===== config.mk =====
export PLATFORM = sky130hd
export DESIGN_NAME = ps2_tx
export DESIGN_NICKNAME = d
export VERILOG_FILES = /design/src/rtl/ps2_tx.sv
export SDC_FILE = /design/constraint.sdc
export NUM_CORES = 1
export LEC_CHECK = 0
export CORE_ASPECT_RATIO = 0.6
export CORE_MARGIN = 2
export CORE_UTILIZATION = 50
export DETAILED_ROUTE_END_ITERATION = 12
export GPL_TIMING_DRIVEN = 0
export PLACE_DENSITY_LB_ADDON = 0.25
export SLEW_MARGIN = 20
export SYNTH_ARGS = -nofsm -noshare
export SYNTH_HDL_FRONTEND = slang
export SYNTH_SLANG_ARGS = --single-unit

===== constraint.sdc =====
create_clock -name mclk -period 6.5 [get_ports mclk]
set_input_delay 0.975 -clock mclk [delete_from_list [all_inputs] [get_ports mclk]]
set_output_delay 0.975 -clock mclk [all_outputs]
set_load 0.05 [all_outputs]

===== src/rtl/ps2_tx.sv =====
// ps2_tx -- host-to-device PS/2 transmitter.
//
// Sends one command byte to a PS/2 device (keyboard LED update, reset, ...).
// The sequence is: hold the clock line low to inhibit the device, post the
// start bit, release the clock, then place each data/parity bit on the data
// line after every device clock falling edge. Finally, release data for the
// stop bit and check the device's acknowledge on the 11th falling edge.
// While busy is high, the companion receiver should be disabled.
//
// Ports
//   mclk     in   system clock
//   reset    in   asynchronous active-low reset
//   ps2c_in  in   PS2C pin readback (asynchronous)
//   ps2d_in  in   PS2D pin readback (asynchronous)
//   ps2c_oe  out  1 = pull PS2C low, 0 = release (open collector)
//   ps2d_oe  out  1 = pull PS2D low, 0 = release (open collector)
//   wr_en    in   start strobe, only honoured while idle
//   din      in   command byte, captured when wr_en is accepted
//   busy     out  transfer in flight
//   tx_done  out  one-cycle pulse at the end of every transfer
//   tx_err   out  with tx_done: no acknowledge or timeout; held until next start
module ps2_tx #(
  parameter int INHIBIT_CYCLES = 5000,
  parameter int TIMEOUT_CYCLES = 1_000_000,
  parameter int FILTER_LEN     = 8
) (
  input  logic       mclk,
  input  logic       reset,
  input  logic       ps2c_in,
  input  logic       ps2d_in,
  output logic       ps2c_oe,
  output logic       ps2d_oe,
  input  logic       wr_en,
  input  logic [7:0] din,
  output logic       busy,
  output logic       tx_done,
  output logic       tx_err
);

  localparam int IW = (INHIBIT_CYCLES > 1) ? $clog2(INHIBIT_CYCLES) : 1;
  localparam int TW = (TIMEOUT_CYCLES > 1) ? $clog2(TIMEOUT_CYCLES) : 1;
  localparam logic [IW-1:0] INH_LAST = IW'(INHIBIT_CYCLES - 1);
  localparam logic [TW-1:0] TMO_LAST = TW'(TIMEOUT_CYCLES - 1);

  typedef enum logic [2:0] {
    IDLE, RTS, REQ, START, DATA, STOP, ACK, WAIT_BUS
  } state_t;

  // ---------------------------------------------------------------------------
  // Input conditioning
  // ---------------------------------------------------------------------------
  logic [1:0]            c_sync_reg;
  logic [1:0]            d_sync_reg;
  logic [FILTER_LEN-1:0] filt_reg;
  logic                  level_reg;
  logic                  fall;

  always_ff @(posedge mclk or negedge reset) begin
    if (!reset) begin
      c_sync_reg <= 2'b11;
      d_sync_reg <= 2'b11;
      filt_reg   <= '1;
      level_reg  <= 1'b1;
    end else begin
      c_sync_reg <= {c_sync_reg[0], ps2c_in};
      d_sync_reg <= {d_sync_reg[0], ps2d_in};
      filt_reg   <= {filt_reg[FILTER_LEN-2:0], c_sync_reg[1]};
      // Level only moves on a unanimous window; anything mixed holds it.
      if (filt_reg == '0)
        level_reg <= 1'b0;
      else if (filt_reg == '1)
        level_reg <= 1'b1;
    end
  end

  // High for exactly the one cycle before level_reg drops.
  assign fall = level_reg && (filt_reg == '0);

  // ---------------------------------------------------------------------------
  // Control FSM and datapath
  // ---------------------------------------------------------------------------
  state_t        state_reg, state_next;
  logic [8:0]    frame_reg, frame_next;
  logic [3:0]    bit_cnt_reg, bit_cnt_next;
  logic [IW-1:0] inh_cnt_reg, inh_cnt_next;
  logic [TW-1:0] tmo_cnt_reg, tmo_cnt_next;
  logic          c_oe_reg, c_oe_next;
  logic          d_oe_reg, d_oe_next;
  logic          busy_reg, busy_next;
  logic          done_reg, done_next;
  logic          err_reg, err_next;
  logic          tmo_hit;
  logic          abort;

  always_ff @(posedge mclk or negedge reset) begin
    if (!reset) begin
      state_reg   <= IDLE;
      frame_reg   <= '0;
      bit_cnt_reg <= '0;
      inh_cnt_reg <= '0;
      tmo_cnt_reg <= '0;
      c_oe_reg    <= 1'b0;
      d_oe_reg    <= 1'b0;
      busy_reg    <= 1'b0;
      done_reg    <= 1'b0;
      err_reg     <= 1'b0;
    end else begin
      state_reg   <= state_next;
      frame_reg   <= frame_next;
      bit_cnt_reg <= bit_cnt_next;
      inh_cnt_reg <= inh_cnt_next;
      tmo_cnt_reg <= tmo_cnt_next;
      c_oe_reg    <= c_oe_next;
      d_oe_reg    <= d_oe_next;
      busy_reg    <= busy_next;
      done_reg    <= done_next;
      err_reg     <= err_next;
    end
  end

  assign tmo_hit = (tmo_cnt_reg == TMO_LAST);

  always_comb begin
    state_next   = state_reg;
    frame_next   = frame_reg;
    bit_cnt_next = bit_cnt_reg;
    inh_cnt_next = inh_cnt_reg;
    tmo_cnt_next = tmo_cnt_reg;
    c_oe_next    = c_oe_reg;
    d_oe_next    = d_oe_reg;
    busy_next    = busy_reg;
    done_next    = 1'b0;
    err_next     = err_reg;
    abort        = 1'b0;

    case (state_reg)
      IDLE: begin
        c_oe_next = 1'b0;
        d_oe_next = 1'b0;
        busy_next = 1'b0;
        if (wr_en) begin
          frame_next   = {~^din, din};
          err_next     = 1'b0;
          inh_cnt_next = '0;
          c_oe_next    = 1'b1;
          busy_next    = 1'b1;
          state_next   = RTS;
        end
      end

      RTS: begin
        if (inh_cnt_reg == INH_LAST) begin
          d_oe_next  = 1'b1;
          state_next = REQ;
        end else begin
          inh_cnt_next = inh_cnt_reg + 1'b1;
        end
      end

      REQ: begin
        // Start bit stays on data while the clock is handed to the device.
        c_oe_next    = 1'b0;
        d_oe_next    = 1'b1;
        tmo_cnt_next = '0;
        state_next   = START;
      end

      START: begin
        if (fall) begin
          d_oe_next    = ~frame_reg[0];
          bit_cnt_next = '0;
          tmo_cnt_next = '0;
          state_next   = DATA;
        end else if (tmo_hit) begin
          abort = 1'b1;
        end else begin
          tmo_cnt_next = tmo_cnt_reg + 1'b1;
        end
      end

      DATA: begin
        if (fall) begin
          tmo_cnt_next = '0;
          if (bit_cnt_reg == 4'd8) begin
            // Parity already on the line: release data for the stop bit.
            d_oe_next  = 1'b0;
            state_next = STOP;
          end else begin
            frame_next   = {1'b0, frame_reg[8:1]};
            d_oe_next    = ~frame_reg[1];
            bit_cnt_next = bit_cnt_reg + 1'b1;
          end
        end else if (tmo_hit) begin
          abort = 1'b1;
        end else begin
          tmo_cnt_next = tmo_cnt_reg + 1'b1;
        end
      end

      STOP: begin
        if (fall) begin
          // Device acknowledges by holding data low across the 11th edge.
          tmo_cnt_next = '0;
          err_next     = d_sync_reg[1];
          state_next   = ACK;
        end else if (tmo_hit) begin
          abort = 1'b1;
        end else begin
          tmo_cnt_next = tmo_cnt_reg + 1'b1;
        end
      end

      ACK: begin
        if (tmo_hit) begin
          abort = 1'b1;
        end else begin
          tmo_cnt_next = tmo_cnt_reg + 1'b1;
          state_next   = WAIT_BUS;
        end
      end

      WAIT_BUS: begin
        if (level_reg && d_sync_reg[1]) begin
          done_next  = 1'b1;
          busy_next  = 1'b0;
          state_next = IDLE;
        end else if (tmo_hit) begin
          abort = 1'b1;
        end else begin
          tmo_cnt_next = tmo_cnt_reg + 1'b1;
        end
      end

      default: begin
        c_oe_next  = 1'b0;
        d_oe_next  = 1'b0;
        busy_next  = 1'b0;
        state_next = IDLE;
      end
    endcase

    if (abort) begin
      c_oe_next  = 1'b0;
      d_oe_next  = 1'b0;
      busy_next  = 1'b0;
      done_next  = 1'b1;
      err_next   = 1'b1;
      state_next = IDLE;
    end
  end

  assign ps2c_oe = c_oe_reg;
  assign ps2d_oe = d_oe_reg;
  assign busy    = busy_reg;
  assign tx_done = done_reg;
  assign tx_err  = err_reg;

endmodule


Word level (Yosys, flattened, before mapping)
Cells that the tools add are included.

operators by class
  add/sub/neg operators = 3
  equal/unequal tests = 25
  multiplexer cells = 50
  bitwise logic cells = 2
  reduce and logical (&&, ||, !) cells = 23

operators with widths
  operator                                                          count
  20-bit case mux with 4 select lines                               1
  20-bit 2-to-1 mux                                                 3
  3-bit 2-to-1 mux                                                  9
  9-bit 2-to-1 mux                                                  3
  13-bit 2-to-1 mux                                                 2
  13-bit case mux with 2 select lines                               1
  3-bit != test (second input constant)                             8
  3-bit case mux with 8 select lines                                1
  20-bit by 1-bit adder with 20-bit output (second input constant)  1
  20-bit equality test (second input constant)                      1
  1-bit 2-to-1 mux                                                  20
  9-bit case mux with 2 select lines                                1
  13-bit by 1-bit adder with 13-bit output (second input constant)  1
  13-bit equality test (second input constant)                      1
  3-bit equality test (second input constant)                       4
  4-bit 2-to-1 mux                                                  3
  2-bit != test (second input constant)                             6
  4-bit AND reduction                                               3
  3-bit nonzero test                                                3
  8-bit equality test (second input constant)                       1
  8-bit logical NOT                                                 1
  4-bit case mux with 2 select lines                                1
  8-bit AND reduction                                               1
  2-bit nonzero test                                                4
  16 further kinds                                                  23

storage, ports and cells
  bits in registers = 67
  output and inout bits = 5
  word-level logic and storage cells = 117

Longest topological paths before layout
Gate-level depths: netlist (run 1).

  word-level depth = 6
  mapped depth = 9
  mapped depth without buffers = 7

Least setup slack after synthesis (run 1)
No wires, ideal clock.

  kind = input port to flip-flop
  from = in wr_en
  to = reg inh_cnt_reg[3]
  arrival time = 2084 ps
  setup slack = 4338 ps
  stages = 6
  buffers on the path = 2
  cell sequence = nor3b_1 o21a_1 buf_6 buf_2 o21ai_0 a21oi_1

between the ends
  longest elaborated chain between the ends = 2

ends and longest elaborated chain
  element                               line  text
  from (decl)                           33    input logic wr_en,
  2-bit != test (no source line)        --
  3-bit AND reduction (no source line)  --
  to (signal assigned)                  111   inh_cnt_reg <= inh_cnt_next;
  to (decl)                             85    logic [IW-1:0] inh_cnt_reg, inh_cnt_next;

No other way between the ends.
A chain may end at the register's enable or synchronous reset.

Worst setup path after layout (run 1)
  from = in wr_en
  to = reg inh_cnt_reg[10]

Same word-level chain as after synthesis.

==> results of run 1 <==
[where the power goes]
part	total, uW	internal, uW	switching (uW)
registers	607	518	89.1
logic	683	258	424
clock network	438	255	182
[layout by cell type (no fill, tap or decap), drive strengths merged, types with 6 or more instances in the layout]
cell           count
nor3               7
clkbuf            15
nand2             44
o21ai             25
o31ai              7
inv               21
a31oi              9
clkdlybuf4s50     16
nand4             11
a211oi             7
xnor2             18
or4                6
nor4               8
buf                8
mux2i              6
nand3             19
dfstp             13
nor2              35
dfrtp             54
ha                 8
or3                6
a21oi             18
[final cells by class]
| cell class | count | area (sq um) |
|---|---|---|
| buffer | 12 | 67.6 |
| clock buffer | 9 | 225 |
| clock inverter | 7 | 45.0 |
| fill | 571 | 2650 |
| inverter | 21 | 78.8 |
| multi-input combinational | 286 | 1760 |
| sequential | 67 | 1690 |
| tap | 87 | 109 |
| timing repair buffer | 18 | 195 |
[worst max-delay path by stage]
stage	endpoint	startpoint	slack (ns)
after global routing	inh_cnt_reg[4]$_DFFE_PN0P_	wr_en	3.65
final	inh_cnt_reg[10]$_DFFE_PN0P_	wr_en	3.78
after floorplan	inh_cnt_reg[3]$_DFFE_PN0P_	wr_en	4.34
after detailed placement	inh_cnt_reg[10]$_DFFE_PN0P_	wr_en	3.45
after CTS	inh_cnt_reg[10]$_DFFE_PN0P_	wr_en	3.82
after global placement	tmo_cnt_reg[5]$_DFFE_PN0P_	reset	2.20
[cell families (layout without fill, tap and decap cells)]
logic type	count (synthesis)	count (layout)
mux	7	7
simple gates	164	164
compound gates	88	88
buf+inv	33	67
fa+ha+maj	8	8
flops	67	67
xor+xnor	19	19
[through the flow]
stage	setup WS (ns)	instances	instance area, sq um	hold slack, ns	util, %
floorplan	4.34	386	3600	0.345	-
global placement	2.20	490	3880	0.346	56.8
detailed placement	3.45	491	3900	0.348	57.2
CTS	3.82	507	4170	0.356	61.2
global route	3.65	507	4170	0.361	61.2
finish	3.78	507	4170	0.355	61.2
[per-layer routing]
metal / share of wire, % / track usage [%]
met2: 39 / 28.8
met4: 0.90 / 5.56
met5: 0 / 0
met3: 7.7 / 7.60
met1: 53 / 34.9
==> summary.md, run 1 <==
| Metric | Value |
|---|---|
| DRT iter0 DRCs | `372` |
| Worst path required time | `6.75 ns` |
| Hold depth | `0` |
| Post-Synthesis Net Count | `407` |
| Critical path peak fanout | `10` |
| Synth Instances | `386` |
| Die width | `114 microns` |
| Max-Cap Viols | `0` |
| Worst path cell trace | `clkdlybuf4s50_1, nor3b_1, o21a_1, buf_6, buf_2, o21ai_0, a21oi_1` |
| Maximum vdd ir drop | `253 uV` |
| H-tree levels | `3` |
| Final period util | `41.9%` |
| Vias in the first global route | `approximately 2800` |
| Cell with the most instances after synthesis | `dfrtp_1` |
| Seq cells post-synth | `67` |
| P&R area growth vs syn | `16.0%` |
| Die H | `69.7 microns` |
| CTS tree | `built` |
| R2R cell count | `8` |
| Hold_sp | `d_sync_reg[0]$_DFF_PN1_` |
| Main area contributors after synthesis | `dfrtp_1 (38%), dfstp_2 (9.5%), nand2_1 (4.6%), xnor2_1 (4.4%), nor2_1 (3.7%)` |
| FF-to-FF Start | `state_reg[0]$_DFFE_PN0P_` |
| CP endpoint kind | `flip-flop` |
| Total Wirelength | `8130 microns` |
| Ant. Diodes | `0` |
| Cells resized by post-CTS repair | `0` |
| HP Class | `reg2reg` |
| Tot GR Track Use | `22.3%` |
| FFs w/ async S/R, synth | `100%` |
| Max Slew Vio Count | `0` |
| Leakage power total | `0.00166 uW` |
| Pwr dens | `414 mW/mm^2` |
| Synth Area in Compound Gates | `about 16%` |
| Clk_skew | `around 0.0038 ns` |
| First-pass GRT wire length | `13900 microns` |
| Cell count along the critical path | `7` |
| Post-CTS Hold Buffers | `0` |
| Initial core utilization | `52.7%` |
| Commonest cells in the netlist | `dfrtp_1 (54), nand2_1 (44), nor2_1 (35), o21ai_0 (23), inv_1 (21)` |
| Relative slew slack | `46.3%` |
| Post-Synth Simple-Gate Area | `23.3%` |
| WHS Endpoint | `d_sync_reg[1]$_DFF_PN1_` |
| Startpoint Class | `input port` |
| Clk buf depth | `2` |
| Vias post-DR | `a little over 3000` |
| Share of cells above drive strength 1 | `10.5%` |
| Num rows | `23` |
| Power Total | `1730 uW` |
| Routed len/inst | `16.0 microns` |
| CORE AREA | `0.00682 sq mm` |
| Primary FF master, synth | `dfrtp_1` |
| Clock buffer count from CTS | `9` |
| Max incr delay on CP | `0.63 ns` |
| Main combinational cell family by area after synthesis | `simple AND/OR/NAND/NOR gates` |
| Drt via density | `6.04` |
| DR DRC count | `0` |
| Final hold viol count | `0` |
| Final antenna-violating net count | `0` |
| Final setup fails | `0` |
| Mux contribution to synthesized area | `1.98%` |
| Drt pass-1 iters | `5` |
| Syn. warnings | `0` |
| Grt ovf | `0` |
| CP delay by family, top | `buffers and inverters` |
| Avg Inst Size Synth | `9.32 sq um` |
| Synth cell types | `between 50 and 60` |
| Port Buffers | `17` |
| Largest net degree at the start of global routing | `57` |
| Outcome | `finished clean` |
| Full die area | `0.00791 sq mm` |
| Nets@finish | `around 440` |
| Crit Path Category | `in2reg` |
| Worst endpoint data arrival time | `2.97 ns` |
| RSZ-0062 raised after global routing | `no` |
| Post-CTS Setup Bufs | `0` |
| Synth Area in Adders | `2.78%` |
| Final Critical Period | `2.72 ns` |
| Max reg flops | `20` |
| Critical path buffers and inverters | `3` |
| Reg2Reg Setup Slack | `roughly 4 ns` |
| Final setup TNS | `0 ns` |
| Sequential element share of the synthesized area | `47.1%` |
| Sink Count | `67` |
| Post-synthesis cell area | `0.00360 sq mm` |
| Slew @ Worst Pin | `0.798 ns` |
| Clk root buf | `clkbuf_16` |
| Worst skew pair latency | `0.33 ns` |
| Io pins | `18` |
| Fmax | `368 MHz` |
| Cell taking the most area after synthesis | `dfrtp_1` |
| Routability cong. | `approximately 0.9` |
| Post-synth EDFFs | `0` |
| Reg2reg end | `inh_cnt_reg[10]$_DFFE_PN0P_` |
| Initial antenna violation count | `0` |
| CP max-delay cell | `nor3b_1` |
| Hpwl dp | `approximately 5800 microns` |
| Reg clk slew, reported paths | `0.05 ns` |
| Post-Synth XOR/XNOR Area | `4.63%` |
| Synth top area share | `37.6%` |
(Power assumes the default switching activity.)
==> run 2: changes to the inputs <==
==> constraint.sdc (replaced) <==
create_clock -name mclk -period 2.6 [get_ports mclk]
set_input_delay 0.39 -clock mclk [delete_from_list [all_inputs] [get_ports mclk]]
set_output_delay 0.39 -clock mclk [all_outputs]
set_load 0.05 [all_outputs]
==> summary.md, run 2 (synthesis results as in run 1) <==
| Metric | Value |
|---|---|
| Outcome | `finished clean` |
| Sink Count | `67` |
| Crit Path Category | `reg2reg` |
| Full die area | `0.00791 sq mm` |
| Commonest non-fill, non-tap cell in the layout | `dfrtp_1` |
| Io pins | `18` |
| Fin area | `0.00419 sq mm` |
| Max Slew Vio Count | `0` |
| Final core occ | `61.4%` |
| Clock buffer count from CTS | `9` |
| Maximum vdd ir drop | `632 uV` |
| Final period util | `92.5%` |
| Fill cells | `roughly 570` |
| Area post-placement | `0.00390 sq mm` |
| Vias in the first global route | `2818` |
| Num rows | `23` |
| Die H | `~70 microns` |
| Worst path required time | `2.86 ns` |
| Clk_skew | `0.00364 ns` |
| Share of cells above drive strength 1 | `around 11%` |
| Max-Cap Viols | `0` |
| Final hold viol count | `0` |
| First-pass GRT wire length | `13900 microns` |
| Final Critical Period | `between 2 and 2.5 ns` |
| Worst endpoint data arrival time | `2.67 ns` |
| Critical path peak fanout | `10` |
| Routed len/inst | `16.2 microns` |
| RSZ-0062 raised after global routing | `no` |
| Final worst slack | `0.195 ns` |
| Reg clk slew, reported paths | `around 0.050 ns` |
| Drt via density | `approximately 6` |
| Clk root buf | `clkbuf_16` |
| CORE AREA | `0.00682 sq mm` |
| Total Wirelength | `approximately 8200 microns` |
| Initial core utilization | `52.7%` |
| Final antenna-violating net count | `0` |
| P&R area growth vs syn | `16.5%` |
| Largest net degree at the start of global routing | `57` |
| Sequential Area | `approximately 0.0017 sq mm` |
| Initial antenna violation count | `0` |
| Grt ovf | `0` |
| Post-CTS Setup Bufs | `0` |
| Most frequent cells in the layout | `dfrtp_1 (54), nand2_1 (44), nor2_1 (34), o21ai_0 (23), inv_1 (21)` |
| Die width | `114 microns` |
| Max reg flops | `20` |
| Vias post-DR | `3060` |
| Nets@finish | `437` |
| Port Buffers | `17` |
| Drt pass-1 iters | `5` |
| Pwr dens | `1040 mW/mm^2` |
| Reg2Reg Setup Slack | `0.20 ns` |
| DRT iter0 DRCs | `between 300 and 400` |
| HP Class | `reg2reg` |
| Ant. Diodes | `0` |
| DR DRC count | `0` |
| Startpoint Class | `flip-flop` |
| Fin cells | `508` |
| CP endpoint kind | `flip-flop` |
| Multi-input gate area | `about 0.0018 sq mm` |
| Relative slew slack | `46.9%` |
| Worst skew pair latency | `approximately 0.34 ns` |
| Routability cong. | `0.904` |
| CTS tree | `built` |
| Slew @ Worst Pin | `0.790 ns` |
| Placed cell count | `about 490` |
| Final setup fails | `0` |
| Hpwl dp | `5820 microns` |
| Tot GR Track Use | `between 20% and 30%` |
| Leakage power total | `0.00166 uW` |
| Fmax | `416 MHz` |
| Clk buf depth | `2` |
| Setup WS pre-CTS | `around 0.13 ns` |
| H-tree levels | `3` |
[run 2: cell count changes in the layout (fill, tap and decap cells not counted)]
cell,previous run,this run
dlygate4sd3_1,0,1
nor2_2,0,1
nor2_1,35,34
nor3b_2,0,1
nor3b_1,2,1
[run 2: worst paths after layout]
kind                                                to                startpoint  depth (start not counted)
max                        inh_cnt_reg[12]$_DFFE_PN0P_  state_reg[0]$_DFFE_PN0P_                          8
min                            d_sync_reg[1]$_DFF_PN1_   d_sync_reg[0]$_DFF_PN1_                          0
max reg2reg                inh_cnt_reg[12]$_DFFE_PN0P_  state_reg[0]$_DFFE_PN0P_                          8
min reg2reg                    d_sync_reg[1]$_DFF_PN1_   d_sync_reg[0]$_DFF_PN1_                          0
max in group asynchronous        filt_reg[6]$_DFF_PN1_                     reset                          3
min in group asynchronous     frame_reg[4]$_DFFE_PN0P_                     reset                          2
[run 2: what timing repair did]
action,CTS,global route
endpoints found under the hold margin,9,0
resized for setup,0,2
endpoints found under the setup margin,0,15
hold buffers,1,0
[run 2: cell type report]
class,instances,share of cell area (%)
inverters,21,1.88
well taps,87,2.60
clock buffers,9,5.38
plain buffers,12,1.61
flip-flops and latches,67,40.4
repair buffers,19,4.90
multi-input cells,286,42.1
clock inverters,7,1.08
[run 2: per-stage QoR]
stage / total power (uW) / hold slack [ns] / setup TNS (ns)
after floorplan: 2740 / 0.0944 / 0
after global placement: 3150 / 0.346 / -64.30
after detailed placement: 3200 / 0.249 / 0
after CTS: 4320 / 0.356 / 0
after global routing: 4620 / 0.361 / 0
final: 4340 / 0.355 / 0
[run 2: power by group]
| group | total, uW | switching (uW) | internal, uW |
|---|---|---|---|
| sequential | 1520 | 221 | 1290 |
| clock | 1100 | 460 | 638 |
| combinational | 1720 | 1070 | 652 |
[run 2: critical path, cell delays in order, from the launching register on]
cell and delay (ns):
dfrtp_1 0.42, inv_1 0.12, ha_1 0.32, and2b_2 0.23
nand3b_1 0.24, o21a_1 0.21, buf_6 0.14, or4_1 0.49
a21oi_1 0.15
[run 2: layer usage]
metal / GRT usage (%) / wire length, microns / vias up
li1: - / - / 1453
met1: 34.9 / 4260 / 1482
met2: 28.9 / 3240 / 113
met3: 7.60 / 652 / 12
met4: 5.56 / 73 / 0
met5: 0 / 0 / -
==> run 3: changes to the inputs <==
--- a/config.mk
+++ b/config.mk
@@ -7,7 +7,8 @@
 export LEC_CHECK = 0
 export CORE_ASPECT_RATIO = 0.6
 export CORE_MARGIN = 2
-export CORE_UTILIZATION = 50
+export CORE_UTILIZATION = 56
+export CTS_CLUSTER_SIZE = 20
 export DETAILED_ROUTE_END_ITERATION = 12
 export GPL_TIMING_DRIVEN = 0
 export PLACE_DENSITY_LB_ADDON = 0.25
@@ -15,3 +16,4 @@
 export SYNTH_ARGS = -nofsm -noshare
 export SYNTH_HDL_FRONTEND = slang
 export SYNTH_SLANG_ARGS = --single-unit
+export TNS_END_PERCENT = 100
==> summary.md, run 3 (synthesis results as in run 1) <==
| Metric | Value |
|---|---|
| Outcome | `finished clean` |
| DR DRC count | `0` |
| Final Critical Period | `2.38 ns` |
| Maximum vdd ir drop | `around 690 uV` |
| Worst path cell trace | `inv_1, ha_1, and2b_2, nand3b_1, o21a_1, buf_6, or4_1, a21oi_1` |
| First-pass GRT wire length | `14000 microns` |
| Clk buf depth | `2` |
| Drt pass-1 iters | `5` |
| Final setup TNS | `0 ns` |
| Max Slew Vio Count | `0` |
| Fill cells | `500` |
| Initial antenna violation count | `0` |
| Routed len/inst | `17.0 microns` |
| Die H | `about 66 microns` |
| Full die area | `0.00710 sq mm` |
| Slew @ Worst Pin | `0.797 ns` |
| Io pins | `18` |
| Hpwl dp | `5980 microns` |
| Share of cells above drive strength 1 | `10.9%` |
| Fmax | `421 MHz` |
| Port Buffers | `17` |
| P&R area growth vs syn | `14.3%` |
| Tot GR Track Use | `26.3%` |
| Final antenna-violating net count | `0` |
| Critical path peak fanout | `10` |
| Final hold viol count | `0` |
| CP max-delay cell | `or4_1` |
| Max incr delay on CP | `0.49 ns` |
| Pwr dens | `1000 mW/mm^2` |
| CORE AREA | `0.00617 sq mm` |
| Vias in the first global route | `2790` |
| Worst endpoint data arrival time | `2.65 ns` |
| Nets@finish | `437` |
| RSZ-0062 raised after global routing | `no` |
| Initial core utilization | `58.3%` |
| H-tree levels | `3` |
| Final setup fails | `0` |
| Total Wirelength | `8580 microns` |
| Num rows | `22` |
| Vias post-DR | `approximately 3100` |
| Crit Path Category | `reg2reg` |
| Routability cong. | `0.871` |
| Die width | `107 microns` |
| Post-CTS Setup Bufs | `0` |
| Leakage power total | `0.00164 uW` |
| Startpoint Class | `flip-flop` |
| Clk_skew | `0.00947 ns` |
| DRT iter0 DRCs | `381` |
| Final period util | `a little over 90%` |
| HP Class | `reg2reg` |
| Relative slew slack | `46.4%` |
| Reg clk slew, reported paths | `0.07 ns` |
| Max reg flops | `20` |
| Max-Cap Viols | `0` |
| CP endpoint kind | `flip-flop` |
| Clock buffer count from CTS | `9` |
| Drt via density | `6.22` |
| Commonest non-fill, non-tap cell in the layout | `dfrtp_1` |
| Grt ovf | `0` |
| Sink Count | `67` |
| Ant. Diodes | `0` |
| Clk root buf | `clkbuf_8` |
| Worst hold slack | `roughly 0.36 ns` |
| Worst skew pair latency | `0.35 ns` |
| Worst path required time | `~2.9 ns` |
| Largest net degree at the start of global routing | `59` |
| Most frequent cells in the layout | `dfrtp_1 (54), nand2_1 (44), nor2_1 (35), o21ai_0 (23), inv_1 (21)` |
| CTS tree | `built` |
-- run 3: changes by cell type in the layout (fill, tap and decap cells not counted), sizes merged --
cell / delta
clkbuf: +1
clkinvlp: -4
bufinv: +1
clkinv: +2
-- run 3: report_power, final --
group	internal, uW	leakage (uW)	switching (uW)
logic	649	0.000706	1090
registers	1290	0.000832	225
clock network	460	0.000106	405
total	2400	0.00164	1720
-- run 3: final timing paths --
kind,endpoint,slack [ns],from,cells after the start
min in group asynchronous,frame_reg[5]$_DFFE_PN0P_,0.45,reset,2
worst min register to register,c_sync_reg[1]$_DFF_PN1_,0.36,c_sync_reg[0]$_DFF_PN1_,0
max in group asynchronous,c_sync_reg[1]$_DFF_PN1_,1.59,reset,3
worst max register to register,inh_cnt_reg[12]$_DFFE_PN0P_,0.22,state_reg[0]$_DFFE_PN0P_,8
worst min-delay path,c_sync_reg[1]$_DFF_PN1_,0.36,c_sync_reg[0]$_DFF_PN1_,0
worst max-delay path,inh_cnt_reg[12]$_DFFE_PN0P_,0.22,state_reg[0]$_DFFE_PN0P_,8
-- run 3: metrics by stage --
| step | utilization (%) | area [sq um] | power, uW | setup WS [ns] | cells |
|---|---|---|---|---|---|
| 2_1_floorplan | - | 3600 | 2740 | 0.525 | 386 |
| 3_3_place_gp | 62.8 | 3870 | 3140 | -1.07 | 487 |
| 3_5_place_dp | 63.2 | 3900 | 3220 | 0.0936 | 488 |
| 4_1_cts | 66.5 | 4100 | 4090 | 0.103 | 505 |
| 5_1_grt | 66.7 | 4110 | 4370 | 0.0274 | 505 |
| 6_report | 66.7 | 4110 | 4120 | 0.224 | 505 |
-- run 3: routing by layer --
layer	GRT usage (%)	wire length (microns)	part of all wire (%)	vias to the layer above
met5	0	0	0	-
met4	8.49	136	1.6	0
met2	38.4	3550	41	168
met1	38.3	4100	48	1499
met3	6.90	793	9.2	15
li1	-	-	-	1461
-- run 3: what timing repair did --
item / 4_1_cts / 5_1_grt
setup endpoints to repair: 0 / 18
hold endpoints to repair: 8 / 0
resized for setup: 0 / 2
hold buffers: 1 / 0
-- run 3: critical path: cells and delay by family (launching register included) --
family | cells | cell delay [ns]
AO/OA/AOI/OAI | 2 | 0.35
buffers and inverters | 2 | 0.24
AND/OR/NAND/NOR | 3 | 0.96
flip-flops | 1 | 0.43
adder cells (fa/ha/maj) | 1 | 0.31
-- run 3: layout make-up --
type | instances | area [sq um] | area share, %
clock buffers | 10 | 138 | 3.35
plain buffers | 12 | 67.6 | 1.64
well taps | 84 | 105 | 2.56
inverters | 21 | 78.8 | 1.92
flip-flops and latches | 67 | 1690 | 41.2
multi-input cells | 286 | 1770 | 43.0
repair buffers | 19 | 205 | 4.99
clock inverters | 6 | 55.1 | 1.34
